File: src/rtl/dsp_alu_pkg.sv
// Shared constants for the DSP ALU: RV32I opcodes, operation codes,
// branch compare codes and the packed decoded-control word.
package dsp_alu_pkg;

  // Major opcodes (instruction bits [6:0])
  localparam logic [6:0] OP_LOAD   = 7'b0000011;
  localparam logic [6:0] OP_ITYPE  = 7'b0010011;
  localparam logic [6:0] OP_AUIPC  = 7'b0010111;
  localparam logic [6:0] OP_STORE  = 7'b0100011;
  localparam logic [6:0] OP_RTYPE  = 7'b0110011;
  localparam logic [6:0] OP_LUI    = 7'b0110111;
  localparam logic [6:0] OP_BRANCH = 7'b1100011;
  localparam logic [6:0] OP_JALR   = 7'b1100111;
  localparam logic [6:0] OP_JAL    = 7'b1101111;

  // Operation select, ALUCtl[3:0]
  localparam logic [3:0] ALU_AND  = 4'd0;
  localparam logic [3:0] ALU_OR   = 4'd1;
  localparam logic [3:0] ALU_ADD  = 4'd2;
  localparam logic [3:0] ALU_SRL  = 4'd3;
  localparam logic [3:0] ALU_SRA  = 4'd4;
  localparam logic [3:0] ALU_SLL  = 4'd5;
  localparam logic [3:0] ALU_SUB  = 4'd6;
  localparam logic [3:0] ALU_SLT  = 4'd7;
  localparam logic [3:0] ALU_XOR  = 4'd8;
  localparam logic [3:0] ALU_SLTU = 4'd9;

  // Branch compare select, ALUCtl[6:4]
  localparam logic [2:0] BR_NONE = 3'd0;
  localparam logic [2:0] BR_BEQ  = 3'd1;
  localparam logic [2:0] BR_BNE  = 3'd2;
  localparam logic [2:0] BR_BLT  = 3'd3;
  localparam logic [2:0] BR_BGE  = 3'd4;
  localparam logic [2:0] BR_BLTU = 3'd5;
  localparam logic [2:0] BR_BGEU = 3'd6;

  // Packs so that {br, op} lines up with ALUCtl[6:0]
  typedef struct packed {
    logic [2:0] br;
    logic [3:0] op;
  } alu_ctl_t;

endpackage

File: src/rtl/alu_ctl_decode.sv
// Combinational decode of {Opcode, FuncCode} into the ALU control word.
module alu_ctl_decode
  import dsp_alu_pkg::*;
(
  input  logic [6:0] opcode,
  input  logic [3:0] func_code,
  output alu_ctl_t   ctl
);

  logic [2:0] funct3;
  logic       alt;

  assign funct3 = func_code[2:0];
  assign alt    = func_code[3];

  // Decode: anything not ALU/branch falls back to ADD with no branch
  always_comb begin
    ctl.br = BR_NONE;
    ctl.op = ALU_ADD;
    case (opcode)
      OP_RTYPE, OP_ITYPE: begin
        case (funct3)
          // immediate form has no SUBI, so instr[30] only matters for R-type
          3'b000:  ctl.op = (opcode == OP_RTYPE && alt) ? ALU_SUB : ALU_ADD;
          3'b001:  ctl.op = ALU_SLL;
          3'b010:  ctl.op = ALU_SLT;
          3'b011:  ctl.op = ALU_SLTU;
          3'b100:  ctl.op = ALU_XOR;
          3'b101:  ctl.op = alt ? ALU_SRA : ALU_SRL;
          3'b110:  ctl.op = ALU_OR;
          default: ctl.op = ALU_AND;
        endcase
      end
      OP_BRANCH: begin
        ctl.op = ALU_SUB;
        case (funct3)
          3'b000:  ctl.br = BR_BEQ;
          3'b001:  ctl.br = BR_BNE;
          3'b100:  ctl.br = BR_BLT;
          3'b101:  ctl.br = BR_BGE;
          3'b110:  ctl.br = BR_BLTU;
          3'b111:  ctl.br = BR_BGEU;
          default: ctl.br = BR_NONE;
        endcase
      end
      // address generation and upper-immediate forms all use the adder
      OP_LOAD, OP_STORE, OP_JAL, OP_JALR, OP_AUIPC, OP_LUI: ;
      default: ;
    endcase
  end

endmodule

File: src/rtl/dsp_alu.sv
// DSP ALU: decode, datapath, and one-cycle registered result/branch flag.
module dsp_alu
  import dsp_alu_pkg::*;
#(
  parameter int DATA_W = 32
) (
  input  logic              clk,
  input  logic              rst_n,
  input  logic [DATA_W-1:0] A,
  input  logic [DATA_W-1:0] B,
  input  logic [6:0]        Opcode,
  input  logic [3:0]        FuncCode,
  output logic [DATA_W-1:0] ALUOut,
  output logic              Branch_Enable,
  output logic [6:0]        ALUCtl
);

  localparam int SH_W = $clog2(DATA_W);

  alu_ctl_t          ctl;
  logic [SH_W-1:0]   shamt;
  logic [DATA_W-1:0] result;
  logic              taken;
  logic              eq, lt_s, lt_u;

  alu_ctl_decode u_dec (
    .opcode    (Opcode),
    .func_code (FuncCode),
    .ctl       (ctl)
  );

  assign ALUCtl = ctl;
  assign shamt  = B[SH_W-1:0];
  assign eq     = (A == B);
  assign lt_s   = ($signed(A) < $signed(B));
  assign lt_u   = (A < B);

  // Result mux; add/sub wrap naturally at DATA_W bits
  always_comb begin
    result = '0;
    case (ctl.op)
      ALU_AND:  result = A & B;
      ALU_OR:   result = A | B;
      ALU_ADD:  result = A + B;
      ALU_SRL:  result = A >> shamt;
      ALU_SRA:  result = $unsigned($signed(A) >>> shamt);
      ALU_SLL:  result = A << shamt;
      ALU_SUB:  result = A - B;
      ALU_SLT:  result = {{(DATA_W-1){1'b0}}, lt_s};
      ALU_XOR:  result = A ^ B;
      ALU_SLTU: result = {{(DATA_W-1){1'b0}}, lt_u};
      default:  result = '0;
    endcase
  end

  // Branch condition straight from the operands, not from the subtractor
  always_comb begin
    taken = 1'b0;
    case (ctl.br)
      BR_BEQ:  taken = eq;
      BR_BNE:  taken = !eq;
      BR_BLT:  taken = lt_s;
      BR_BGE:  taken = !lt_s;
      BR_BLTU: taken = lt_u;
      BR_BGEU: taken = !lt_u;
      default: taken = 1'b0;
    endcase
  end

  // Output registers; reset clears them immediately and drops in-flight work
  always_ff @(posedge clk or negedge rst_n) begin
    if (!rst_n) begin
      ALUOut        <= '0;
      Branch_Enable <= 1'b0;
    end else begin
      ALUOut        <= result;
      Branch_Enable <= taken;
    end
  end

endmodule

File: config.mk
export PLATFORM = sky130hd
export DESIGN_NAME = dsp_alu
export DESIGN_NICKNAME = d
export VERILOG_FILES = /design/src/rtl/dsp_alu_pkg.sv /design/src/rtl/alu_ctl_decode.sv /design/src/rtl/dsp_alu.sv
export SDC_FILE = /design/constraint.sdc
export NUM_CORES = 1
export LEC_CHECK = 0
export ABC_AREA = 1
export ABC_CLOCK_PERIOD_IN_PS = 1380
export CAP_MARGIN = 20
export CORE_MARGIN = 2
export CORE_UTILIZATION = 40
export CTS_CLUSTER_DIAMETER = 200
export DETAILED_ROUTE_END_ITERATION = 16
export PLACE_DENSITY = 0.65
export RECOVER_POWER = 100
export SYNTH_ARGS = -nofsm -noshare
export SYNTH_HDL_FRONTEND = slang
export SYNTH_SLANG_ARGS = --single-unit
File: constraint.sdc
create_clock -name clk -period 1.38 [get_ports clk]
set_clock_uncertainty 0.05 [all_clocks]
set_input_delay 0.276 -clock clk [delete_from_list [all_inputs] [get_ports clk]]
set_output_delay 0.276 -clock clk [all_outputs]
set_load 0.005 [all_outputs]
# Word level (Yosys, flattened, before mapping)
# Index checks and enable logic that the tools add are counted.
dict set report totals {
  register_bits 33
  latch_bits 0
  ramBits 0
  mem_bits_ro 0
  input_bits 77
  output_inout_bits 40
  wordCells 53
  memories 0
}
dict set report classes {
  addsub 2
  multipliers 0
  div_mod_pow 0
  order_cmp 2
  n_eq_ne 26
  n_shift 3
  mux 8
  bitwise_logic 3
  n_reduce_logical 7
}
# cell n
set op_table {}
lappend op_table {{$pmux 32 s10} 1}
lappend op_table {{$lt 32x32->1} 2}
lappend op_table {{$add 32x32->32} 1}
lappend op_table {{$and 32x32->32} 1}
lappend op_table {{$eq 32x32->1} 1}
lappend op_table {{$or 32x32->32} 1}
lappend op_table {{$shl 32x5->32} 1}
lappend op_table {{$shr 32x5->32} 1}
lappend op_table {{$sshr 32x5->32} 1}
lappend op_table {{$sub 32x32->32} 1}
lappend op_table {{$xor 32x32->32} 1}
lappend op_table {{$pmux 4 s7} 1}
lappend op_table {{$eq 3x3->1 const B} 7}
lappend op_table {{$pmux 3 s6} 1}
lappend op_table {{$eq 4x3->1 const B} 4}
lappend op_table {{$eq 3x2->1 const B} 4}
lappend op_table {{$mux 3} 3}
lappend op_table {{$eq 4x2->1 const B} 2}
lappend op_table {{$eq 4x4->1 const B} 2}
lappend op_table {{$pmux 4 s2} 1}
lappend op_table {{$eq 7x5->1 const B} 1}
lappend op_table {{$eq 7x6->1 const B} 1}
lappend op_table {{$eq 7x7->1 const B} 1}
lappend op_table {{$eq 3x1->1 const B} 2}
lappend op_table {{other kinds (7)} 9}

# Longest topological paths before layout
# Gate-level depths: netlist of run 1.
dict set report depth {
  word_depth 7
  mapped_depth 21
  depth_no_buf 18
}

# Cells and area by module
# From an unflattened synthesis of run 1, not the netlist that was laid out.
dict set report unflattened {
  hier_cells 2123
  hier_area_um2 11070.6
}
# module n_inst cells_per_inst area_each_um2 seq_area_each_um2
set modules_own_cells {}
lappend modules_own_cells {dsp_alu 1 2081 10829.1 825.8}
lappend modules_own_cells {alu_ctl_decode 1 42 241.5 0.0}

# Worst setup path before layout of run 1
# No wires, ideal clock.
dict set report synth_path {
  path_kind {input-to-reg}
  start {input B[4]}
  end {register ALUOut[0]}
  arrival_ns 2.418
  t_required_ns 1.211
  slack_ns -1.207
  cell_stages 19
  cell_sequence {clkinv_1 clkbuf_1 buf_1 ha_1 buf_2 nor2_1 nand2_1 inv_1 nand2_1 nand2_1 nand2_1 nand2_2 nand2_2 nand2_1 nand2_1 nand3_1 nand2_1 nor2_1 nand2_1}
}
dict set report synth_between {
  elab_chain_cells 2
  elab_cells_between_ends 6
  classes_between {order compare (2); shift (3); mux (1)}
}
# element line_no
set synth_rtl {}
lappend synth_rtl {{start, declared} dsp_alu.sv:10} ;# input logic [DATA_W-1:0] B,
lappend synth_rtl {{$lt 32x32->1 (tied with other cells)} dsp_alu.sv:36} ;# assign lt_u = (A < B);
lappend synth_rtl {{$pmux 32 s10 (*)} dsp_alu.sv:41} ;# case (ctl.op)
lappend synth_rtl {{named net result[0]} dsp_alu.sv:22} ;# logic [DATA_W-1:0] result;
lappend synth_rtl {{end signal, assigned} dsp_alu.sv:76} ;# ALUOut <= result;
lappend synth_rtl {{end, declared} dsp_alu.sv:13} ;# output logic [DATA_W-1:0] ALUOut,
# Mark *: on every way through the listed nets, which the timed path passes. The rest lies on a longest branch.

# Final worst setup path of run 1
dict set report layout_path {
  start {input A[0]}
  end {register ALUOut[26]}
}
dict set report layout_between {
  elab_chain_cells 2
  elab_cells_between_ends 6
  classes_between {add/sub (2); shift (3); mux (1)}
}
# element line_no
set layout_rtl {}
lappend layout_rtl {{start, declared} dsp_alu.sv:9} ;# input logic [DATA_W-1:0] A,
lappend layout_rtl {{$sub 32x32->32 (tied with other cells)} dsp_alu.sv:48} ;# ALU_SUB: result = A - B;
lappend layout_rtl {{$pmux 32 s10 (*)} dsp_alu.sv:41}
lappend layout_rtl {{named net result[26]} dsp_alu.sv:22}
# Marked as above.

==> results by group, run 1 <==
STA
  • Maximum clock frequency: 479.5 MHz
  • Endpoints failing hold: 0
  • Final sum of negative setup slack: -21,630 ps
  • Post-route clock period utilization: 1.511
  • Setup slack after layout: -705.4 ps
  • Setup violation total in the final timing report: 40
  • Setup repair after global routing missed its margin: true
  • Tmin final: 2085 ps
  • Number of slew-limit violations in the final report: 0
  • Worst slew margin: 0.5436
  • Transition time of the tightest slew-check pin: 684.5 ps

Route
  • DRC violation count after routing: 0
  • Average via count per standard cell: 5.708
  • Total wire length after detailed routing: 80.81 mm
  • Routed wire length per instance: 22.42 µm
  • Routed vias: 20,571
  • Count of TritonRoute iterations in the first routing pass: 9
  • Remaining number of nets flagged by the antenna check after routing: 0
  • Number of design-rule violations left by the first detailed-router iteration: 2,508

Floorplan
  • Starting utilization of the core area: 0.4035
  • Die H: 179.2 µm
  • Die ar.: 32,120 µm²
  • Core outline area: 30,430 µm²
  • Die width: 179.2 µm
  • # IOs: 117
  • Number of core rows: 64

Worst hold path
  • Worst hold stages: 6
  • Worst hold endpoint: ALUOut[6]
  • Path category of the worst min-delay check: input port to register
  • HP Start: B[6]

Synth
  • Most frequently used flop master after synthesis: dfrtp_1
  • Fraction of the mapped netlist area in compound gates: 0.05767
  • Cell variety after synth: 44
  • Share of flip-flops with an asynchronous set or reset: 1.000
  • Synth warn: 0
  • Post-synthesis cell area: 12,280 µm²
  • Cell accounting for the most synthesized area: nand2_1
  • Sequential fraction of the synthesis area: 0.06725
  • Post-synthesis xor/xnor area fraction: 0.01783
  • Top-area cell type share of the netlist area: 0.2742
  • Number of synthesized flops with an enable pin: 0
  • Largest family of logic cells by synthesized area: simple AND/OR/NAND/NOR gates
  • Mux cell area share after synthesis: 0.0008152
  • Simple-gate area share of the yosys netlist: 0.5963
  • Post-synth net total: 2,682
  • Biggest area contributors in the synthesized netlist: nand2_1 27%, nand3_1 17%, inv_1 11%, nor2_1 10%, ha_1 9.9%
  • Synthesis-stage register bit count: 33
  • Syn_area_per_cell: 4.900 µm²
  • Post-Synth Adder-Cell Area: 0.1021
  • Number of instances in the synthesized netlist: 2,506

Finish
  • Final cell area excluding filler cells: 23,120 µm²
  • Synth-to-Final Area Change: 88.26%
  • Fraction of layout cells with a size suffix above 1: 0.4824
  • Final layout net count: 3,382
  • Storage element area: 825.8 µm²
  • Area of the multi-input gates: 12,900 µm²
  • Filler instances: 2,349

Global route
  • Initial antenna violation count: 1
  • Met3 capacity usage during global routing: 0.1007
  • Vias in the first global route: 19,132
  • Total gr overflow: 0
  • Routing usage on met2: 0.7535
  • First-pass GRT wire length: 110.1 mm
  • Busiest metal layer after global routing: met2
  • Pin count of the biggest net entering global routing: 70
  • M1 GR Usage: 0.5689
  • Global-route usage over all layers: 0.4655

Pwr
  • Leakage Power: 12.34 nW
  • Peak supply drop: 0.5170 mV
  • Power density relative to cell area: 535.4 nW/µm²

Setup path
  • Max stage delay on crit path: 400 ps
  • Maximum fanout along the worst path: 3
  • Slowest library cell on the worst path: fa_2
  • Req. time, crit path: 1520 ps
  • Critical path data arrival time: 2230 ps
  • Critical path type: input port to register
  • Launching element type of the critical path: input port
  • Kind of capture point of the worst setup path: register
  • Worst-path cell chain: buf_8, ha_4, inv_2, fa_2, inv_2, buf_4, nand3_4, nand3_4, nand3_2, nand2_1, nand2_1, nand3_2, nand2_2, nor2_4, buf_6, nand3_1

Placed design
  • Final HPWL DP: 57.18 mm
  • Quantity of I/O buffers inserted on ports: 116
  • Placer Congestion: 1.053
  • Cell area reported after detailed placement: 17,730 µm²

Clocking
  • TritonCTS clock tree: yes
  • Bufs on Longest Clock Path: 2
  • Post-CTS clock slew at the launch and capture registers of the worst setup and hold paths: 70 ps
  • Count of H-tree levels built during CTS: 2
  • Clock tree sinks: 33
  • Clk Tree Root Cell: clkbuf_16
  • Number of clock buffers inserted by TritonCTS: 5

Status
  • Status: finished with violations
  • Failing checks: setup timing

Run
  • Max-cap violations: 0
## metrics by stage
stage	total power [mW]	utilization	setup WS [ps]	hold slack [ps]	instances
final	12.38	0.7597	-705.4	404.4	3604
after global routing	12.82	0.7596	-745.5	444.2	3603
after CTS	11.01	0.7036	-637.4	399.7	3567
after detailed placement	8.102	0.5826	-1853	225.6	3434
after global placement	8.052	0.5826	-1862	222.0	3434
after floorplan	4.451	-	-779.2	-69.59	2506
## synth_stat cells (all sizes together) (2+ instances only)
cell type,number
a31oi,4
nand3b,3
and2,11
clkinv,2
nor2,339
nand3,426
o22ai,7
o21ai,53
nand2,912
buf,72
inv,365
clkbuf,39
fa,2
a21oi,58
ha,97
dfrtp,33
nand4,28
nor3,15
and3,2
xor2,25
o21bai,5
## area by class of cell
type / instances / area share
Multi-Input combinational cell: 1995 / 0.5581
Timing Repair Buffer: 804 / 0.3113
Inverter: 367 / 0.06571
Sequential cell: 33 / 0.03572
Tap cell: 396 / 0.02143
Clock buffer: 6 / 0.006008
Clock inverter: 2 / 0.001624
Antenna cell: 1 / 0.0001082
## sequential cells by signal (all words and copies together), names as in the netlist
signal and count:
Branch_Enable 1, ALUOut 32
## kinds of logic after synthesis
logic type,Yosys count
compound gates,131
xor+xnor,25
fa+ha+maj,99
buf+inv,478
flops,33
mux,1
simple gates,1739
## power by group
group          total, mW  switching [mW]  internal [mW]
logic               9.63            5.51           4.13
registers           1.23          0.0824           1.15
clock network       1.51           0.606          0.906
total               12.4            6.19           6.18
## timing repair
item                                    in CTS  in global routing
buffers inserted                           120                 41
gates cloned                                 8                  2
pin swaps                                  227                192
resized for setup                         1086                413
endpoints found under the setup margin      73                 40
endpoints found under the hold margin       33                  0
hold buffers                                 1                  0
## worst max-delay path, delay by kind of cell
| family | cells | cell delay (ps) |
|---|---|---|
| adders and majority gates | 2 | 540 |
| buffers and inverters | 5 | 520 |
| and+or+nand+nor | 9 | 880 |
## cells in the final DEF, fill, tap and decap left out, drive strengths merged, types with 2 or more instances in the layout
master,netlist,routed
nand3,426,426
and2,11,11
o21ai,53,53
nor2,339,339
bufbuf,0,3
inv,365,365
nand3b,3,3
clkbuf,39,14
nand2,912,912
clkinv,2,2
ha,97,97
buf,72,747
o22ai,7,7
clkdlybuf4s15,0,8
o21bai,5,5
nand4,28,28
a31oi,4,4
nor3,15,15
dlygate4sd2,0,37
and3,2,2
a21oi,58,58
dfrtp,33,33
fa,2,2
xor2,25,25
## how the worst max path moves through the flow
stage          start    endpoint
6_report        A[0]  ALUOut[26]
5_1_grt         A[0]  ALUOut[30]
4_1_cts         B[0]  ALUOut[12]
3_5_place_dp    A[6]  ALUOut[12]
3_3_place_gp    A[6]  ALUOut[12]
2_1_floorplan   B[2]   ALUOut[0]
## routing by layer
layer	wire length [µm]	vias up
met3	8947	458
li1	-	9210
met4	6619	0
met2	35740	1365
met5	0	-
met1	29510	9538
No activity file was read; power rests on OpenSTA's default activity.
==> run 2: changes to the inputs <==
ABC_CLOCK_PERIOD_IN_PS = 2600   (was 1380)
PLACE_DENSITY = 0.63   (was 0.65)
clock period = 2.6 ns   (was 1.38 ns; I/O delays follow)
==> run 2 against run 1 <==
  * The run ends with capacitance limit, slew limit left
  * Sequential share of layout area rose by 0.87 points
  * Final area fell by 20%
  * Critical path depth did not move
==> results by group, run 2 (synthesis results as in run 1) <==
Status
  • Status: finished with violations
  • Failing checks: capacitance limit, slew limit

Clocking
  • TritonCTS clock tree: yes
  • Post-CTS clock slew at the launch and capture registers of the worst setup and hold paths: 70 ps
  • Clock tree sinks: 33
  • Number of clock buffers inserted by TritonCTS: 5
  • Count of H-tree levels built during CTS: 2
  • Bufs on Longest Clock Path: 2
  • # hold bufs at CTS: 0
  • Clk Tree Root Cell: clkbuf_16

Finish
  • Largest registers: ALUOut x32, Branch_Enable x1
  • Final cell area excluding filler cells: 18,600 µm²
  • Most frequent cells in the layout: 851 x nand2_1, 480 x buf_4, 407 x nand3_1
  • Fraction of layout cells with a size suffix above 1: 0.2719
  • Max reg flops: 32
  • Count of inserted antenna diode cells: 0
  • Register ranked first by flip-flop count: ALUOut
  • Final layout net count: 3,206
  • Synth-to-Final Area Change: 51.46%
  • Most common cell after layout, fill and taps aside: nand2_1

Pwr
  • Power spent charging and discharging nets: 2.661 mW
  • Leakage Power: 10.64 nW
  • Power density relative to cell area: 283.4 nW/µm²
  • Relative contribution of sequential cells to total power: 0.125
  • Sum of internal, switching and leakage power: 5.270 mW
  • Power share of the clock group: 0.124
  • Switching part of the total power: 0.5049
  • Peak supply drop: 0.2331 mV
  • Comb pwr share: 0.751
  • Internal power: 2.609 mW

Floorplan
  • Die H: 179.2 µm
  • Die width: 179.2 µm
  • Starting utilization of the core area: 0.4035
  • Core outline area: 30,430 µm²
  • # IOs: 117
  • Number of core rows: 64
  • Die ar.: 32,120 µm²

STA
  • Transition time of the tightest slew-check pin: 1869 ps
  • Maximum clock frequency: 392.2 MHz
  • Final-layout worst hold slack: 674.5 ps
  • Worst slew margin: -0.2458
  • Tmin final: 2550 ps
  • Post-route clock period utilization: 0.9807
  • Setup violation total in the final timing report: 0
  • Number of slew-limit violations in the final report: 21
  • Setup repair after global routing missed its margin: true
  • Endpoints failing hold: 0

Placed design
  • Cell area reported after detailed placement: 17,220 µm²
  • Placer Congestion: 1.078
  • Final HPWL DP: 57.14 mm
  • Quantity of I/O buffers inserted on ports: 116

Route
  • Remaining number of nets flagged by the antenna check after routing: 0
  • Routed vias: 18,660
  • Average via count per standard cell: 5.445
  • Routed wire length per instance: 20.42 µm
  • Count of TritonRoute iterations in the first routing pass: 6
  • DRC violation count after routing: 0
  • Number of design-rule violations left by the first detailed-router iteration: 2,095
  • Total wire length after detailed routing: 69.98 mm

Setup path
  • Maximum fanout along the worst path: 15
  • Critical path type: input port to register
  • Critical path data arrival time: 2670 ps
  • Kind of capture point of the worst setup path: register
  • Req. time, crit path: 2720 ps
  • Origin of the worst setup path: Opcode[1]
  • Launching element type of the critical path: input port

Global route
  • Pin count of the biggest net entering global routing: 71
  • Global-route usage over all layers: 0.4257
  • Initial antenna violation count: 1
  • First-pass GRT wire length: 101.6 mm
  • Total gr overflow: 0
  • Vias in the first global route: 17,357

Run
  • Max-cap violations: 1

Worst hold path
  • Path category of the worst min-delay check: input port to asynchronous set/reset pin
## run 2: critical path, cell delays in order
cell,delay [ps]
clkdlybuf4s50_1,460
nand2_1,50
inv_1,50
nand2_2,80
nor2_4,100
buf_4,130
buf_4,100
buf_4,100
nand2_2,70
nand3_2,110
inv_2,60
nand2_1,120
clkbuf_8,230
nor2_1,60
nor2_1,290
nand3_1,130
## run 2: power groups by stage
| stage | Sequential [mW] | Clock, mW | Combinational, mW |
|---|---|---|---|
| 4_1_cts | 0.664 | 0.655 | 3.75 |
| 6_report | 0.661 | 0.653 | 3.96 |
| 3_5_place_dp | 0.671 | 0 | 3.54 |
| 2_1_floorplan | 0.661 | 0 | 1.65 |
| 5_1_grt | 0.666 | 0.664 | 4.22 |
| 3_3_place_gp | 0.671 | 0 | 3.52 |
## run 2: area by class of cell
| cell class | instances | area (µm²) |
|---|---|---|
| inverter | 367 | 1393 |
| fill | 3195 | 11830 |
| tap | 396 | 495.5 |
| clock buffer | 6 | 128.9 |
| sequential | 33 | 825.8 |
| clock inverter | 2 | 10.01 |
| timing repair buffer | 628 | 5147 |
| multi-input combinational | 1995 | 10600 |
## run 2: timing repair
| action | CTS | global route |
|---|---|---|
| gates resized for setup | 235 | 176 |
| buffers inserted | 19 | 9 |
| pin swaps | 36 | 52 |
| setup endpoints to repair | 38 | 34 |
## run 2: path summary, 6_finish.rpt
| path | end | slack, ps |
|---|---|---|
| worst max-delay path | ALUOut[30] | 50 |
| max in group asynchronous | ALUOut[19] | 450 |
| min in group clk | ALUOut[3] | 740 |
| worst min-delay path | ALUOut[24] | 670 |
## run 2: per-layer routing
metal,wire [µm],track usage
met3,7762,0.08757
met4,3250,0.1757
met5,13,0
met1,27860,0.5545
met2,31090,0.6821
## run 2: stage by stage
stage	setup slack (ps)	utilization	cells	setup TNS, ps
2_1_floorplan	7.165	-	2506	0
3_3_place_gp	-1055	0.5660	3392	-21310
3_5_place_dp	-1013	0.5660	3392	-21720
4_1_cts	-40.76	0.5973	3419	-44.20
5_1_grt	-15.13	0.6112	3427	-34.97
6_report	50.23	0.6112	3427	0
